$ cat src/rtl/apb_master_bridge.sv
// APB requester bridge: takes one command at a time, runs it through APB SETUP/ACCESS,
// and reports read data, completer error or timeout on a single-cycle response pulse.
module apb_master_bridge #(
    parameter int ADDR_W      = 32,
    parameter int DATA_W      = 32,
    parameter int TIMEOUT_CYC = 16
) (
    input  logic              pclk,
    input  logic              preset,
    input  logic              cmd_valid,
    output logic              cmd_ready,
    input  logic              cmd_write,
    input  logic [ADDR_W-1:0] cmd_addr,
    input  logic [DATA_W-1:0] cmd_wdata,
    output logic              rsp_valid,
    output logic [DATA_W-1:0] rsp_rdata,
    output logic              rsp_err,
    output logic              rsp_timeout,
    output logic              psel,
    output logic              penable,
    output logic              pwrite,
    output logic [ADDR_W-1:0] paddr,
    output logic [DATA_W-1:0] pwdata,
    input  logic [DATA_W-1:0] prdata,
    input  logic              pready,
    input  logic              pslverr
);

    // state  | meaning
    // IDLE   | bus idle, command accepted here; first IDLE cycle after a transfer carries rsp_valid
    // SETUP  | psel=1, penable=0, exactly one cycle
    // ACCESS | psel=penable=1, waiting for pready or the wait-state limit
    localparam logic [1:0] ST_IDLE   = 2'd0;
    localparam logic [1:0] ST_SETUP  = 2'd1;
    localparam logic [1:0] ST_ACCESS = 2'd2;

    localparam int               CNT_W    = $clog2(TIMEOUT_CYC);
    localparam logic [CNT_W-1:0] CNT_LAST = CNT_W'(TIMEOUT_CYC - 1);

    logic [1:0]       state;
    logic [CNT_W-1:0] wait_cnt;
    logic             in_access;
    logic             access_done;
    logic             timeout_hit;

    assign cmd_ready   = (state == ST_IDLE);
    assign in_access   = (state == ST_ACCESS);
    assign access_done = in_access && pready;
    // Abort on the last permitted wait cycle so ACCESS lasts exactly TIMEOUT_CYC cycles.
    assign timeout_hit = in_access && !pready && (wait_cnt == CNT_LAST);

    always_ff @(posedge pclk or posedge preset) begin
        if (preset) begin
            state <= ST_IDLE;
        end else begin
            case (state)
                ST_IDLE: begin
                    if (cmd_valid) begin
                        state <= ST_SETUP;
                    end
                end
                ST_SETUP: begin
                    state <= ST_ACCESS;
                end
                ST_ACCESS: begin
                    if (access_done || timeout_hit) begin
                        state <= ST_IDLE;
                    end
                end
                default: begin
                    state <= ST_IDLE;
                end
            endcase
        end
    end

    // Address, direction and write data stay latched after the transfer ends.
    always_ff @(posedge pclk or posedge preset) begin
        if (preset) begin
            psel    <= 1'b0;
            penable <= 1'b0;
            pwrite  <= 1'b0;
            paddr   <= '0;
            pwdata  <= '0;
        end else begin
            case (state)
                ST_IDLE: begin
                    if (cmd_valid) begin
                        psel    <= 1'b1;
                        penable <= 1'b0;
                        pwrite  <= cmd_write;
                        paddr   <= cmd_addr;
                        pwdata  <= cmd_wdata;
                    end
                end
                ST_SETUP: begin
                    penable <= 1'b1;
                end
                ST_ACCESS: begin
                    if (access_done || timeout_hit) begin
                        psel    <= 1'b0;
                        penable <= 1'b0;
                    end
                end
                default: begin
                    psel    <= 1'b0;
                    penable <= 1'b0;
                    pwrite  <= 1'b0;
                    paddr   <= '0;
                    pwdata  <= '0;
                end
            endcase
        end
    end

    always_ff @(posedge pclk or posedge preset) begin
        if (preset) begin
            wait_cnt <= '0;
        end else begin
            case (state)
                ST_SETUP: begin
                    wait_cnt <= '0;
                end
                ST_ACCESS: begin
                    if (!pready && (wait_cnt != CNT_LAST)) begin
                        wait_cnt <= wait_cnt + 1'b1;
                    end
                end
                ST_IDLE: begin
                    wait_cnt <= wait_cnt;
                end
                default: begin
                    wait_cnt <= '0;
                end
            endcase
        end
    end

    always_ff @(posedge pclk or posedge preset) begin
        if (preset) begin
            rsp_valid   <= 1'b0;
            rsp_rdata   <= '0;
            rsp_err     <= 1'b0;
            rsp_timeout <= 1'b0;
        end else begin
            rsp_valid <= 1'b0;
            if (access_done) begin
                rsp_valid   <= 1'b1;
                rsp_err     <= pslverr;
                rsp_timeout <= 1'b0;
                rsp_rdata   <= (!pwrite && !pslverr) ? prdata : '0;
            end else if (timeout_hit) begin
                rsp_valid   <= 1'b1;
                rsp_err     <= 1'b1;
                rsp_timeout <= 1'b1;
                rsp_rdata   <= '0;
            end
        end
    end

endmodule

$ cat config.mk
export PLATFORM = sky130hd
export DESIGN_NAME = apb_master_bridge
export DESIGN_NICKNAME = d
export VERILOG_FILES = /design/src/rtl/apb_master_bridge.sv
export SDC_FILE = /design/constraint.sdc
export NUM_CORES = 1
export LEC_CHECK = 0
export CAP_MARGIN = 20
export CORE_MARGIN = 1.5
export CORE_UTILIZATION = 44
export DETAILED_ROUTE_END_ITERATION = 12
export PLACE_DENSITY = 0.94
export SYNTH_ARGS = -nofsm -noshare
export SYNTH_HDL_FRONTEND = slang
export SYNTH_SLANG_ARGS = --single-unit
$ cat constraint.sdc
create_clock -name pclk -period 8.2 [get_ports pclk]
set_input_delay 1.64 -clock pclk [delete_from_list [all_inputs] [get_ports pclk]]
set_output_delay 1.64 -clock pclk [all_outputs]
set_load 0.005 [all_outputs]
==> impl_metrics.toml, run 1 <==
[finish]
fin_util_pct = 68.6
diodes = 0
multi_input_area_mm2 = 0.00147
regArea_mm2 = 0.00270
syn2layout_area_growth_pct = 51.5
drive_gt1_share_pct = 4.96
fillCellCount = 715
final_nets = 708

[timing]
fin_crit_ns = 3.55
setup_violations = 0
finalCritPeriodShare_pct = 43.2
skew_ns = 0.00615
worst_pin_slew_ns = 0.996
finalMaxSlewViolations = 0
max_freq_ghz = 0.282
slew_headroom_pct = 33.6
hold_viol_final = 0
fin_setup_tns_ns = 0
rsz0062_at_grt = "no"

[yosys]
netlist.area_leader.share_pct = 61.3
syn_area_per_cell_um2 = 10.6
ys_warn_count = 0
synth_top_area_cell = "dfrtp_1"
synth-edff-count = 0
syn_area_mm2 = 0.00441
ys.flop_type = "dfrtp_1"
synth-seq-cells = 108
synth_cell_types = 29
syn_inst = 415
syn-num-nets = 523
seq_area_frac_synth_pct = 61.3
synthTopCellsByArea = "dfrtp_1 (61%), o21ai_0 (8.1%), o21ai_1 (6.9%)"
async_flop_share_pct = 100

[setup_path]
critical_path.max_stage_delay_ns = 0.58
cp.required_ns = 6.56
critPathKind = "reg -> out"
crit_slowest_cell = "clkdlybuf4s50_1"
start_kind = "flip-flop"
crit_arrival_ns = 1.91
worstPathMaxFanout = 20
crit_chain = "inv_1 > ha_2 > clkdlybuf4s50_1"
cp-startpoint = "state[0]"
reg2reg_from = "state[0]"
end_kind = "output pin"

[power_and_ir_drop]
power.switching_mw = 0.813
powerDensity_mw_per_mm2 = 335
ir_drop_uv = 201
p_comb_share_pct = 48.5
power_frac_seq_pct = 37.2
swShare_pct = 36.4
intPower_mw = 1.42
power_frac_clock_pct = 14.2
p_leak_nw = 2.84
design_power_total_mw = 2.23

[hold_path]
hp-start = "rsp_err"
hold_class = "reg -> reg"

[cts]
cts_buffers = 9
cts_resized = 0
h-tree-depth = 3
postCtsSetupBuffers = 0
path_clk_slew_ns = 0.10
hold_buffers = 0
root_buffer = "clkbuf_8"
clk_latency_ns = 0.36
cts_tree = "yes"
cts_sinks = 108
clockBufferDepth = 2

[route]
vias = 3898
totalWireLength_um = 12300
drtPass1Iterations = 5
drtIter0Drc = 203
viasPerCell = 5.28
ant_nets = 0
drc = 0
wl_per_cell_um = 16.6

[die]
start_util_pct = 45.3
io_pins = 205
core-area_mm2 = 0.00973
rows = 36
die_x_um = 103
die_area_mm2 = 0.0106
die_h_um = 103

[place]
place_congestion = 0.723
hpwl_um = 8640
io_buffers = 204

[global_route]
grt_pass1_wl_um = 18400
grt_pass1_vias = 3875
grt_start_max_net_pins = 76
antenna_found_initial = 0
overflow = 0
grt_usage_pct = 22.5

[job]
drv_cap = 0

[status]
status = "finished clean"
routing by layer:
layer	GRT usage, %	vias to the layer above	wire, um
met2	38.4	190	6230
li1	-	1814	-
met5	0	-	0
met3	3.86	33	750
met1	27.8	1861	4940
met4	10.7	0	353
flip-flops by register name (all words and copies together) (netlist names):
| signal | count |
|---|---|
| penable | 1 |
| pwrite | 1 |
| pwdata | 32 |
| rsp_err | 1 |
| rsp_valid | 1 |
| rsp_timeout | 1 |
| wait_cnt | 4 |
| state | 2 |
| rsp_rdata | 32 |
| psel | 1 |
| paddr | 32 |
cells in the mapped netlist, types with 3 or more instances:
cell      count
inv_1         8
clkbuf_1     20
ha_1          6
mux2_2        3
buf_2         8
dfrtp_1     108
o21ai_0      71
a22o_1       33
o21ai_1      61
a21oi_1       5
nand2_1      65
buf_6         7
per-stage QoR:
| step | std cells | area (um^2) | hold slack [ns] | worst slack, ns |
|---|---|---|---|---|
| final | 738 | 6670 | 0.502 | 4.65 |
| after CTS | 737 | 6650 | 0.502 | 4.43 |
| after floorplan | 415 | 4410 | 0.487 | 3.71 |
| after global placement | 720 | 6450 | 0.475 | 4.19 |
| after global routing | 738 | 6670 | 0.537 | 4.54 |
| after detailed placement | 721 | 6460 | 0.479 | 4.03 |
final timing paths:
| kind | endpoint | slack [ns] | cells after the start |
|---|---|---|---|
| setup / recovery | cmd_ready | 4.65 | 3 |
| hold / removal | rsp_err | 0.50 | 1 |
| setup reg to reg | paddr[31] | 5.11 | 8 |
| hold reg to reg | rsp_err | 0.50 | 1 |
| max in group asynchronous | paddr[14] | 5.29 | 3 |
| min in group asynchronous | rsp_rdata[12] | 1.64 | 2 |
critical path, delay by kind of cell (launching register included):
| kind | cells | cell delay [ns] |
|---|---|---|
| adders and majority gates | 1 | 0.42 |
| buffers and inverters | 2 | 0.70 |
| DFF | 1 | 0.42 |
layout by cell type, fill, tap and decap left out, drive strengths merged, types with 2 or more instances in the layout:
cell type	Yosys	routed
a21oi	5	5
o21ai	133	133
clkinv	0	3
o21a	2	2
clkdlybuf4s50	0	204
a22o	33	33
buf	16	6
mux2	3	3
dfrtp	108	108
clkbuf	20	10
ha	6	6
inv	8	10
a31oi	2	2
nor2	3	3
nand2	65	65
cell type report:
class                   instances  share of cell area, %
flip-flops and latches        108                   40.5
repair buffers                210                   31.6
multi-input cells             263                   22.1
well taps                     133                   2.49
clock buffers                  10                   1.91
clock inverters                 6                  0.938
inverters                       8                  0.488
cells by family after synthesis:
group	after synthesis	share of synthesized area (%)
AO/OA/AOI/OAI	178	23.6
adder cells (fa/ha/maj)	6	1.70
buffers and inverters	44	5.25
flip-flops	108	61.3
multiplexers	3	0.767
AND/OR/NAND/NOR	76	7.33
power groups by stage:
stage	clock [mW]	combinational, mW	sequential (mW)
after floorplan	0	0.568	0.839
after global placement	0	1.02	0.828
after detailed placement	0	1.07	0.840
after CTS	0.326	1.07	0.832
after global routing	0.348	1.19	0.851
final	0.318	1.08	0.832
(Power assumes the default switching activity.)
==> run 2, diff against run 1 <==
--- a/config.mk
+++ b/config.mk
@@ -7,9 +7,9 @@
 export LEC_CHECK = 0
 export CAP_MARGIN = 20
 export CORE_MARGIN = 1.5
-export CORE_UTILIZATION = 44
+export CORE_UTILIZATION = 41
 export DETAILED_ROUTE_END_ITERATION = 12
-export PLACE_DENSITY = 0.94
+export PLACE_DENSITY = 0.89
 export SYNTH_ARGS = -nofsm -noshare
 export SYNTH_HDL_FRONTEND = slang
 export SYNTH_SLANG_ARGS = --single-unit
==> constraint.sdc (replaced) <==
create_clock -name pclk -period 3.68 [get_ports pclk]
set_input_delay 0.736 -clock pclk [delete_from_list [all_inputs] [get_ports pclk]]
set_output_delay 0.736 -clock pclk [all_outputs]
set_load 0.005 [all_outputs]
==> run 2 against run 1 <==
Combinational power grew 120%. Sequential share of layout area shrank 0.14 points. Final area grew 0.34%. Sequential power grew 120%. Final cell count grew 0.54%. Power grew 120%. Hold slack gained 0.012 ns. Utilization shrank 4.0 points. Largest power group unchanged. Register-to-register slack lost 4.0 ns. Clock power grew 120%. Die area grew 7.1%. Critical path depth is the same.
==> impl_metrics.toml, run 2 (synthesis gave the netlist of run 1 again) <==
[status]
status = "finished clean"

[global_route]
grt_pass1_wl_um = 19600
antenna_found_initial = 0
overflow = 0
grt_start_max_net_pins = 66
grt_pass1_vias = 3997
grt_usage_pct = 21.3

[cts]
cts_tree = "yes"
root_buffer = "clkbuf_8"
cts_resized = 0
postCtsSetupBuffers = 0
h-tree-depth = 3
clockBufferDepth = 2
path_clk_slew_ns = 0.10
cts_buffers = 9
clk_latency_ns = 0.36
hold_buffers = 0
cts_sinks = 108

[finish]
layout.cells.non_filler = 742
syn2layout_area_growth_pct = 52.0
largestRegisters = "paddr x32, pwdata x32, rsp_rdata x32"
diodes = 0
drive_gt1_share_pct = 5.28
final_cell_mix = "clkdlybuf4s50_1 (204), dfrtp_1 (108), o21ai_0 (71)"
final_nets = 709
final_common_cell = "clkdlybuf4s50_1"

[route]
wl_per_cell_um = 16.4
totalWireLength_um = 12200
ant_nets = 0
drtPass1Iterations = 7
drtIter0Drc = 255
drc = 0
vias = 3899
viasPerCell = 5.25

[setup_path]
worstPathMaxFanout = 25
start_kind = "flip-flop"
cp.required_ns = 2.94
end_kind = "output pin"
crit_arrival_ns = 2.01
critPathKind = "reg -> out"

[die]
die_x_um = 107
io_pins = 205
die_area_mm2 = 0.0114
core-area_mm2 = 0.0104
rows = 37
die_h_um = 107
start_util_pct = 42.5

[job]
drv_cap = 0

[place]
dp.cells = 726
io_buffers = 204
place_congestion = 0.748
hpwl_um = 8730

[timing]
worst_pin_slew_ns = 0.667
hold_slack_ns = 0.514
max_freq_ghz = 0.364
skew_ns = 0.0186
finalCritPeriodShare_pct = 74.6
slew_headroom_pct = 55.5
fin_setup_tns_ns = 0
setup_violations = 0
fin_crit_ns = 2.74
rsz0062_at_grt = "no"
hold_viol_final = 0
finalMaxSlewViolations = 0

[power_and_ir_drop]
powerDensity_mw_per_mm2 = 742
p_leak_nw = 2.85
ir_drop_uv = 358

[hold_path]
hold_class = "reg -> reg"
-- run 2: changes by cell type in the layout (fill, tap and decap cells not counted), sizes merged --
cell | previous run | this run
buf | 6 | 7
bufinv | 1 | 0
clkbuf | 10 | 11
clkinvlp | 0 | 1
inv | 10 | 9
-- run 2: path summary, 6_finish.rpt --
check | depth (start not counted) | startpoint | slack (ns) | to
hold / removal | 2 | paddr[15] | 0.51 | paddr[15]
setup / recovery | 3 | state[1] | 0.94 | cmd_ready
max in group asynchronous | 3 | preset | 2.12 | pwdata[3]
min in group asynchronous | 2 | preset | 0.82 | rsp_rdata[10]
setup reg to reg | 6 | state[1] | 1.08 | state[1]
hold reg to reg | 2 | paddr[15] | 0.51 | paddr[15]
-- run 2: cell type report --
type | instances | area [um^2]
multi-input combinational | 263 | 1470
fill | 863 | 3670
sequential | 108 | 2700
clock inverter | 5 | 45.0
clock buffer | 11 | 151
timing repair buffer | 211 | 2120
inverter | 8 | 32.5
tap | 136 | 170
-- run 2: where the power goes --
part	total, mW	internal [mW]	switching [mW]
Clock	0.701	0.292	0.409
Sequential	1.85	1.62	0.239
Combinational	2.41	1.24	1.18
-- run 2: per-stage QoR --
stage	utilization, %	worst slack (ns)	power, mW	area (um^2)
6_report	64.6	0.936	4.97	6700
5_1_grt	64.6	0.812	5.31	6700
4_1_cts	64.6	0.897	5.01	6700
3_5_place_dp	62.7	1.03	4.31	6500
3_3_place_gp	62.7	1.07	4.18	6500
2_1_floorplan	-	0.0984	3.14	4410
-- run 2: routing by layer --
layer / global-route usage, % / part of all wire (%)
met4: 6.86 / 1.7
met2: 37.3 / 53
met3: 3.28 / 5.1
met5: 0 / 0
met1: 27.1 / 41
-- run 2: critical path, cell delays in order (launching register included) --
cell and delay, ns:
dfrtp_1 0.42, inv_1 0.14, ha_2 0.51, clkdlybuf4s50_1 0.59
